==> config.mk <==
export PLATFORM = sky130hd
export DESIGN_NAME = byte_joining_ctrl
export DESIGN_NICKNAME = d
export VERILOG_FILES = /design/src/rtl/byte_joining_ctrl.sv
export SDC_FILE = /design/constraint.sdc
export NUM_CORES = 1
export LEC_CHECK = 0
export ABC_AREA = 0
export CAP_MARGIN = 20
export CORE_ASPECT_RATIO = 0.75
export CORE_MARGIN = 4
export CORE_UTILIZATION = 50
export DETAILED_ROUTE_END_ITERATION = 6
export HOLD_SLACK_MARGIN = 0.02
export PLACE_DENSITY = 0.86
export RECOVER_POWER = 50
export SETUP_SLACK_MARGIN = 0.05
export SYNTH_ARGS = -nofsm -noshare
export SYNTH_HDL_FRONTEND = slang
export SYNTH_SLANG_ARGS = --single-unit
export TNS_END_PERCENT = 100
==> constraint.sdc <==
create_clock -name clk1Mhz -period 2.35 [get_ports clk1Mhz]
set_input_delay 0.235 -clock clk1Mhz [delete_from_list [all_inputs] [get_ports clk1Mhz]]
set_output_delay 0.235 -clock clk1Mhz [all_outputs]
set_load 0.02 [all_outputs]
==> src/rtl/byte_joining_ctrl.sv <==
// Lane-word to byte-stream sequencer: captures a 1/2/4-lane word and emits its
// bytes lane 0 first under ready/valid handshakes on both sides.
module byte_joining_ctrl #(
  parameter int WIDTH = 8,
  parameter int CNT_W = 16
) (
  input  logic             clk1Mhz,
  input  logic             reset,
  input  logic [1:0]       lanes_mode,
  input  logic [WIDTH-1:0] Lane_0,
  input  logic [WIDTH-1:0] Lane_1,
  input  logic [WIDTH-1:0] Lane_2,
  input  logic [WIDTH-1:0] Lane_3,
  input  logic             in_valid,
  output logic             in_ready,
  output logic [WIDTH-1:0] byte_out,
  output logic             out_valid,
  input  logic             out_ready,
  output logic [1:0]       ctr_3,
  output logic             word_done,
  output logic             cfg_err,
  output logic [CNT_W-1:0] word_count
);

  typedef enum logic {IDLE, SEND} state_t;

  state_t           state_q, state_d;
  logic [WIDTH-1:0] hold_q [4];
  logic [WIDTH-1:0] hold_d [4];
  logic [1:0]       last_q, last_d;
  logic [1:0]       ctr_q, ctr_d;
  logic [1:0]       nxtIdx;
  logic [WIDTH-1:0] byteOut_q, byteOut_d;
  logic             outValid_q, outValid_d;
  logic             wordDone_q, wordDone_d;
  logic             cfgErr_q, cfgErr_d;
  logic [CNT_W-1:0] wordCount_q, wordCount_d;

  logic capture;
  logic xfer;
  logic lastXfer;

  assign capture  = in_valid & in_ready;
  assign xfer     = outValid_q & out_ready;
  assign lastXfer = xfer & (ctr_q == last_q);
  assign nxtIdx   = ctr_q + 2'd1;

  always_ff @(posedge clk1Mhz or posedge reset) begin
    if (reset) begin
      state_q <= IDLE;
    end else begin
      state_q <= state_d;
    end
  end

  always_comb begin
    state_d = state_q;
    unique case (state_q)
      IDLE: if (capture) state_d = SEND;
      SEND: if (lastXfer && !capture) state_d = IDLE;
      default: state_d = IDLE;
    endcase
  end

  // Accepting a new word in SEND only when the last byte leaves this cycle
  // gives back-to-back words without a bubble and without mixing bytes.
  always_comb begin
    in_ready = 1'b0;
    unique case (state_q)
      IDLE:    in_ready = 1'b1;
      SEND:    in_ready = out_ready & (ctr_q == last_q);
      default: in_ready = 1'b0;
    endcase
  end

  always_comb begin
    hold_d      = hold_q;
    last_d      = last_q;
    ctr_d       = ctr_q;
    byteOut_d   = byteOut_q;
    outValid_d  = outValid_q;
    cfgErr_d    = cfgErr_q;
    wordDone_d  = lastXfer;
    wordCount_d = wordCount_q;
    if (lastXfer) begin
      wordCount_d = wordCount_q + CNT_W'(1);
    end
    if (capture) begin
      hold_d[0]  = Lane_0;
      hold_d[1]  = Lane_1;
      hold_d[2]  = Lane_2;
      hold_d[3]  = Lane_3;
      // last_q holds N-1; the reserved encoding runs as four lanes
      unique case (lanes_mode)
        2'b00:   last_d = 2'd0;
        2'b01:   last_d = 2'd1;
        default: last_d = 2'd3;
      endcase
      cfgErr_d   = cfgErr_q | (lanes_mode == 2'b11);
      byteOut_d  = Lane_0;
      ctr_d      = 2'd0;
      outValid_d = 1'b1;
    end else if (lastXfer) begin
      ctr_d      = 2'd0;
      outValid_d = 1'b0;
    end else if (xfer) begin
      ctr_d     = nxtIdx;
      byteOut_d = hold_q[nxtIdx];
    end
  end

  always_ff @(posedge clk1Mhz or posedge reset) begin
    if (reset) begin
      for (int i = 0; i < 4; i++) begin
        hold_q[i] <= '0;
      end
      last_q      <= '0;
      ctr_q       <= '0;
      byteOut_q   <= '0;
      outValid_q  <= 1'b0;
      wordDone_q  <= 1'b0;
      cfgErr_q    <= 1'b0;
      wordCount_q <= '0;
    end else begin
      hold_q      <= hold_d;
      last_q      <= last_d;
      ctr_q       <= ctr_d;
      byteOut_q   <= byteOut_d;
      outValid_q  <= outValid_d;
      wordDone_q  <= wordDone_d;
      cfgErr_q    <= cfgErr_d;
      wordCount_q <= wordCount_d;
    end
  end

  assign byte_out   = byteOut_q;
  assign out_valid  = outValid_q;
  assign ctr_3      = ctr_q;
  assign word_done  = wordDone_q;
  assign cfg_err    = cfgErr_q;
  assign word_count = wordCount_q;

endmodule

# == Word level (Yosys, flattened, before mapping) ==
# Cells that the tools add are included.
# Widths: inputs -> output; s select.
# classes
addsub,2
mul,0
div,0
order_cmp,1
n_eq_ne,4
n_shift,0
muxes,16
bitwise_logic,7
reduce_logical,7
# ops
operator,count
$mux 8,5
$add 16x1->16 const B,1
$bmux 8 s2,1
$mux 2,3
$and 1x1->1,4
$mux 1,4
$pmux 1 s2,2
$pmux 2 s2,1
$reduce_bool 2->1,2
$ge 3x3->1 const B,1
$not 2->3,1
$reduce_bool 3->1,1
$add 2x1->2 const B,1
$eq 2x1->1 const B,1
$eq 2x2->1,1
$eq 2x2->1 const B,1
$logic_not 2->1,1
$ne 2x2->1 const B,1
$reduce_and 2->1,1
$logic_and 1x1->1,1
$logic_not 1->1,1
$not 1->1,1
$or 1x1->1,1
# totals
regBits,64
latchBits,0
ramBits,0
mem_bits_ro,0
in_bits,38
output_inout_bits,30
wordCells,49
n_memories,0

# == Logic depth before layout (Yosys ltp) ==
# Gate-level depths: netlist of run 1.
# logic_depth
ltp_word,8
mapped_depth,6
ltp_nobuf,5

# == Worst setup path before layout of run 1 ==
# No wires, ideal clock.
# synth_timing
kind,register to register
from,reg ctr_q[0] (netlist: ctr_3[0])
to,reg hold_q[0] (netlist name)
setup_time_ns,0.125
arrival_ns,1.934
required_time_ns,2.225
setup_slack_ns,0.291
path_stages_with_launch,7
path_buffers,2
synth_period_minus_slack_ns,2.059
path_cell_list,dfrtp_1 -> xnor2_1 -> a31o_1 -> and2_4 -> buf_6 -> buf_6 -> mux2_4
# synth_between
elab_chain_len,4
# synth_rtl
element,line_no,text
from (decl),31,"logic [1:0] ctr_q, ctr_d;"
from (signal assigned),127,ctr_q <= ctr_d;
$eq 2x2->1,71,SEND: in_ready = out_ready & (ctr_q == last_q);
$and 1x1->1,71,
$pmux 1 s2,69,unique case (state_q)
via in_ready,15,"output logic in_ready,"
$and 1x1->1,43,assign capture = in_valid & in_ready;
to (signal assigned),125,hold_q <= hold_d;
to (decl),28,logic [WIDTH-1:0] hold_q [4];
# The timed path passes the listed nets, and every way through them passes these cells.
# A chain may end at the register's enable or synchronous reset.

# == Worst setup path in the final report of run 1 ==
# layout_timing
from,reg last_q[1]
to,out in_ready
# layout_between
elab_chain_len,3
# layout_rtl
element,line_no,text
from (decl),30,"logic [1:0] last_q, last_d;"
from (signal assigned),126,last_q <= last_d;
$eq 2x2->1,71,
$and 1x1->1,71,
$pmux 1 s2,69,
to (decl),15,
# No other way between the ends.

==> impl_metrics.ini, run 1 <==
[cts]
postCtsResizedCells = 0
cts-root-buf = clkbuf_8
cts-htree-levels = 3
cts_buffers = 9
clock_sink_count = 64
clk_latency_ns = 0.34
clkTransAtPathRegs_ns = 0.07
cts_buffer_depth = 2
cts_hold_buf = 0
cts_tree = yes
post_cts_buffers = 0

[layout]
fillCellCount = 386
layout_common_cells = dfrtp_1 (64), clkdlybuf4s50_1 (54), mux2_4 (26)
drive_gt1_frac = 0.302
diodes = 0
syn2layout_area_growth_pct = 33.5
final_common_cell = dfrtp_1
final-instance-count-excl-fill = 353
nNetsFinal = 313

[worst_setup_path]
worstSetupPathType = reg2out
r2r_start = last_q[1]
critPathRequiredTime_ns = 2.12
slowest_stage = clkdlybuf4s50_1
crit_path_max_incr_delay_ns = 0.64
reg2regPathDepth = 5
critPathTopFamily = buffers and inverters
crit_chain = xnor2_1 > a31o_1 > clkdlybuf4s50_1
worstReg2RegEnd = hold_q[14]
cp.arrival_ns = 1.90
worstPathMaxFanout = 4
crit_path_start_kind = register
rrSetupSlack_ns = 0.38
critical_path_buf_inv_count = 1
worst_setup_path_end_kind = output port

[routing]
vias = 1866
drtPass1Iterations = 4
drc = 0
wire_per_inst_um = 17.0
met1_length_um = 2630
wl_um = 6010
drtIter0Drc = 77
antenna_left = 0
wl_met3_um = 341
wl_met2_um = 2950
viasPerCell = 5.29
top_layer_used = met4

[hold_path]
hold_depth = 1
hold_path.class = reg2reg
min_to = word_count[15]
hp-start = word_count[15]

[die]
die-area_um2 = 7160
fp.coreArea_um2 = 5500
dieHeight_um = 74.3
num_rows = 23
initial_core_util = 0.533
ios = 68
die_w_um = 96.4

[power_and_ir_drop]
swShare = 0.314
fin_total_pwr_w = 0.00500
p_leak_nw = 1.68
combPwrFrac = 0.448
peakVddDrop_uv = 693
intPower_w = 0.00343
power_switching_w = 0.00157
clkPwrFrac = 0.183
power_density_nw_per_um2 = 1280
p_seq_frac = 0.369

[synth]
yosysWarningCount = 0
synth_xor_xnor_area_share = 0.0568
synth_cell_types = 27
syn_inst = 192
syn_area_um2 = 2930
ys_seq_elements = 64
synthMuxAreaShare = 0.291
yosys.area_share.simple = 0.0594
yosysSeqAreaShare = 0.547
synth.net_count = 231
synth_compound_area_frac = 0.0192
synthAdderAreaFrac = 0.00427
syn-mean-instance-area_um2 = 15.2
synth_top_family_by_area = multiplexers

[placement]
hpwl_um = 4160
port_buffers = 67
dp.cells = 338
gp_congestion = 0.781

[sta]
finalSetupTns_ns = 0
period_needed_ns = 2.14
fin_skew_ns = 0.00445
maxSlewViolCount = 65
hold_viol_final = 0
rsz0062_at_grt = false
maxSlewHeadroom = -0.0207
setup_viol = 0
fmaxAchievable_mhz = 468
tightest_slew_ns = 1.53
period_share = 0.910

[global_route]
gr-usage-all-layers = 0.192
antenna_found_initial = 0
gr-total-overflow = 0
grt_pass1_vias = 2020
grt_pass1_wl_um = 10100
grt_max_degree = 65

[run_status]
outcome = complete, but fails checks
violations = capacitance limit, slew limit

[job]
cap_violations = 1
[cell families after synthesis]
family | count (synthesis)
flip-flops | 64
XOR/XNOR | 19
multiplexers | 59
AND/OR/NAND/NOR | 31
adder cells (fa/ha/maj) | 1
buffers and inverters | 9
AO/OA/AOI/OAI | 9
[power by group through the flow]
stage	combinational, W	clock [W]	sequential, W
after floorplan	0.00144	0	0.00197
after global placement	0.00222	0	0.00185
after detailed placement	0.00229	0	0.00186
after CTS	0.00230	0.000934	0.00185
after global routing	0.00242	0.000984	0.00191
final	0.00224	0.000912	0.00184
[area by class of cell]
class / count / area (um2) / share of cell area
Tap cell: 75 / 93.8 / 0.0240
Multi-Input combinational cell: 119 / 1260 / 0.322
Clock inverter: 3 / 42.5 / 0.0109
Sequential cell: 64 / 1600 / 0.410
Timing Repair Buffer: 78 / 759 / 0.194
Inverter: 2 / 7.51 / 0.00192
Clock buffer: 12 / 145 / 0.0371
[through the flow]
step	instance area (um2)	setup WS, ns	hold slack (ns)	util
4_1_cts	3930	0.203	0.286	0.715
5_1_grt	3910	0.0953	0.486	0.711
3_3_place_gp	3740	0.367	0.459	0.681
6_report	3910	0.211	0.469	0.711
2_1_floorplan	2930	0.291	0.383	-
3_5_place_dp	3740	0.306	0.461	0.681
[worst reg2reg max path: stages (launching register included)]
cell	delay [ns]
dfrtp_1	0.43
xnor2_1	0.24
a31o_1	0.26
and2_4	0.37
buf_12	0.25
mux2_4	0.32
[cell usage after synthesis]
master / number / area (um2)
dfrtp_1: 64 / 1600
mux2_4: 26 / 390
mux2_2: 24 / 270
xnor2_1: 13 / 114
mux4_2: 8 / 180
nand2_1: 8 / 30.0
nand3_1: 6 / 30.0
xor2_1: 6 / 52.6
nand4_1: 5 / 31.3
a21oi_1: 4 / 20.0
and4_1: 4 / 35.0
buf_6: 4 / 45.0
buf_2: 2 / 10.0
inv_1: 2 / 7.51
nor2_1: 2 / 7.51
nor4_1: 2 / 12.5
o21ai_0: 2 / 10.0
a21oi_2: 1 / 8.76
a31o_1: 1 / 8.76
a31o_2: 1 / 8.76
and2_1: 1 / 6.26
and2_4: 1 / 8.76
clkbuf_1: 1 / 3.75
ha_1: 1 / 12.5
mux2i_1: 1 / 10.0
nand3b_1: 1 / 7.51
nor3_1: 1 / 5.00
[worst max path at each step]
stage              start         end  depth (start not counted)
5_1_grt        last_q[1]    in_ready                          3
6_report       last_q[1]    in_ready                          3
3_3_place_gp   out_ready   hold_q[0]                          5
3_5_place_dp   out_ready  hold_q[20]                          5
4_1_cts        last_q[1]    in_ready                          3
2_1_floorplan   ctr_3[0]   hold_q[0]                          6
[sequential cells by signal, summed over array words and instances, names as in the netlist]
| register | cells |
|---|---|
| hold_q | 32 |
| word_count | 16 |
| byte_out | 8 |
| ctr_3 | 2 |
| last_q | 2 |
| cfg_err | 1 |
| out_valid | 1 |
| state_q | 1 |
| word_done | 1 |
[metal layers]
layer | track usage | up-vias
li1 | - | 861
met1 | 0.247 | 939
met2 | 0.308 | 55
met3 | 0.0576 | 11
met4 | 0.0747 | 0
met5 | 0 | -
Note: power is estimated with default switching activity, not from simulation.
==> run 2: changes to the inputs <==
--- a/config.mk
+++ b/config.mk
@@ -6,6 +6,7 @@
 export NUM_CORES = 1
 export LEC_CHECK = 0
 export ABC_AREA = 0
+export ABC_CLOCK_PERIOD_IN_PS = 2350
 export CAP_MARGIN = 20
 export CORE_ASPECT_RATIO = 0.75
 export CORE_MARGIN = 4
@@ -15,7 +16,8 @@
 export PLACE_DENSITY = 0.86
 export RECOVER_POWER = 50
 export SETUP_SLACK_MARGIN = 0.05
+export SKIP_CTS_REPAIR_TIMING = 1
 export SYNTH_ARGS = -nofsm -noshare
 export SYNTH_HDL_FRONTEND = slang
 export SYNTH_SLANG_ARGS = --single-unit
-export TNS_END_PERCENT = 100
+export TNS_END_PERCENT = 1
==> results of run 2 <==
No change in the layout: final DEF, timing and power equal those of run 1.
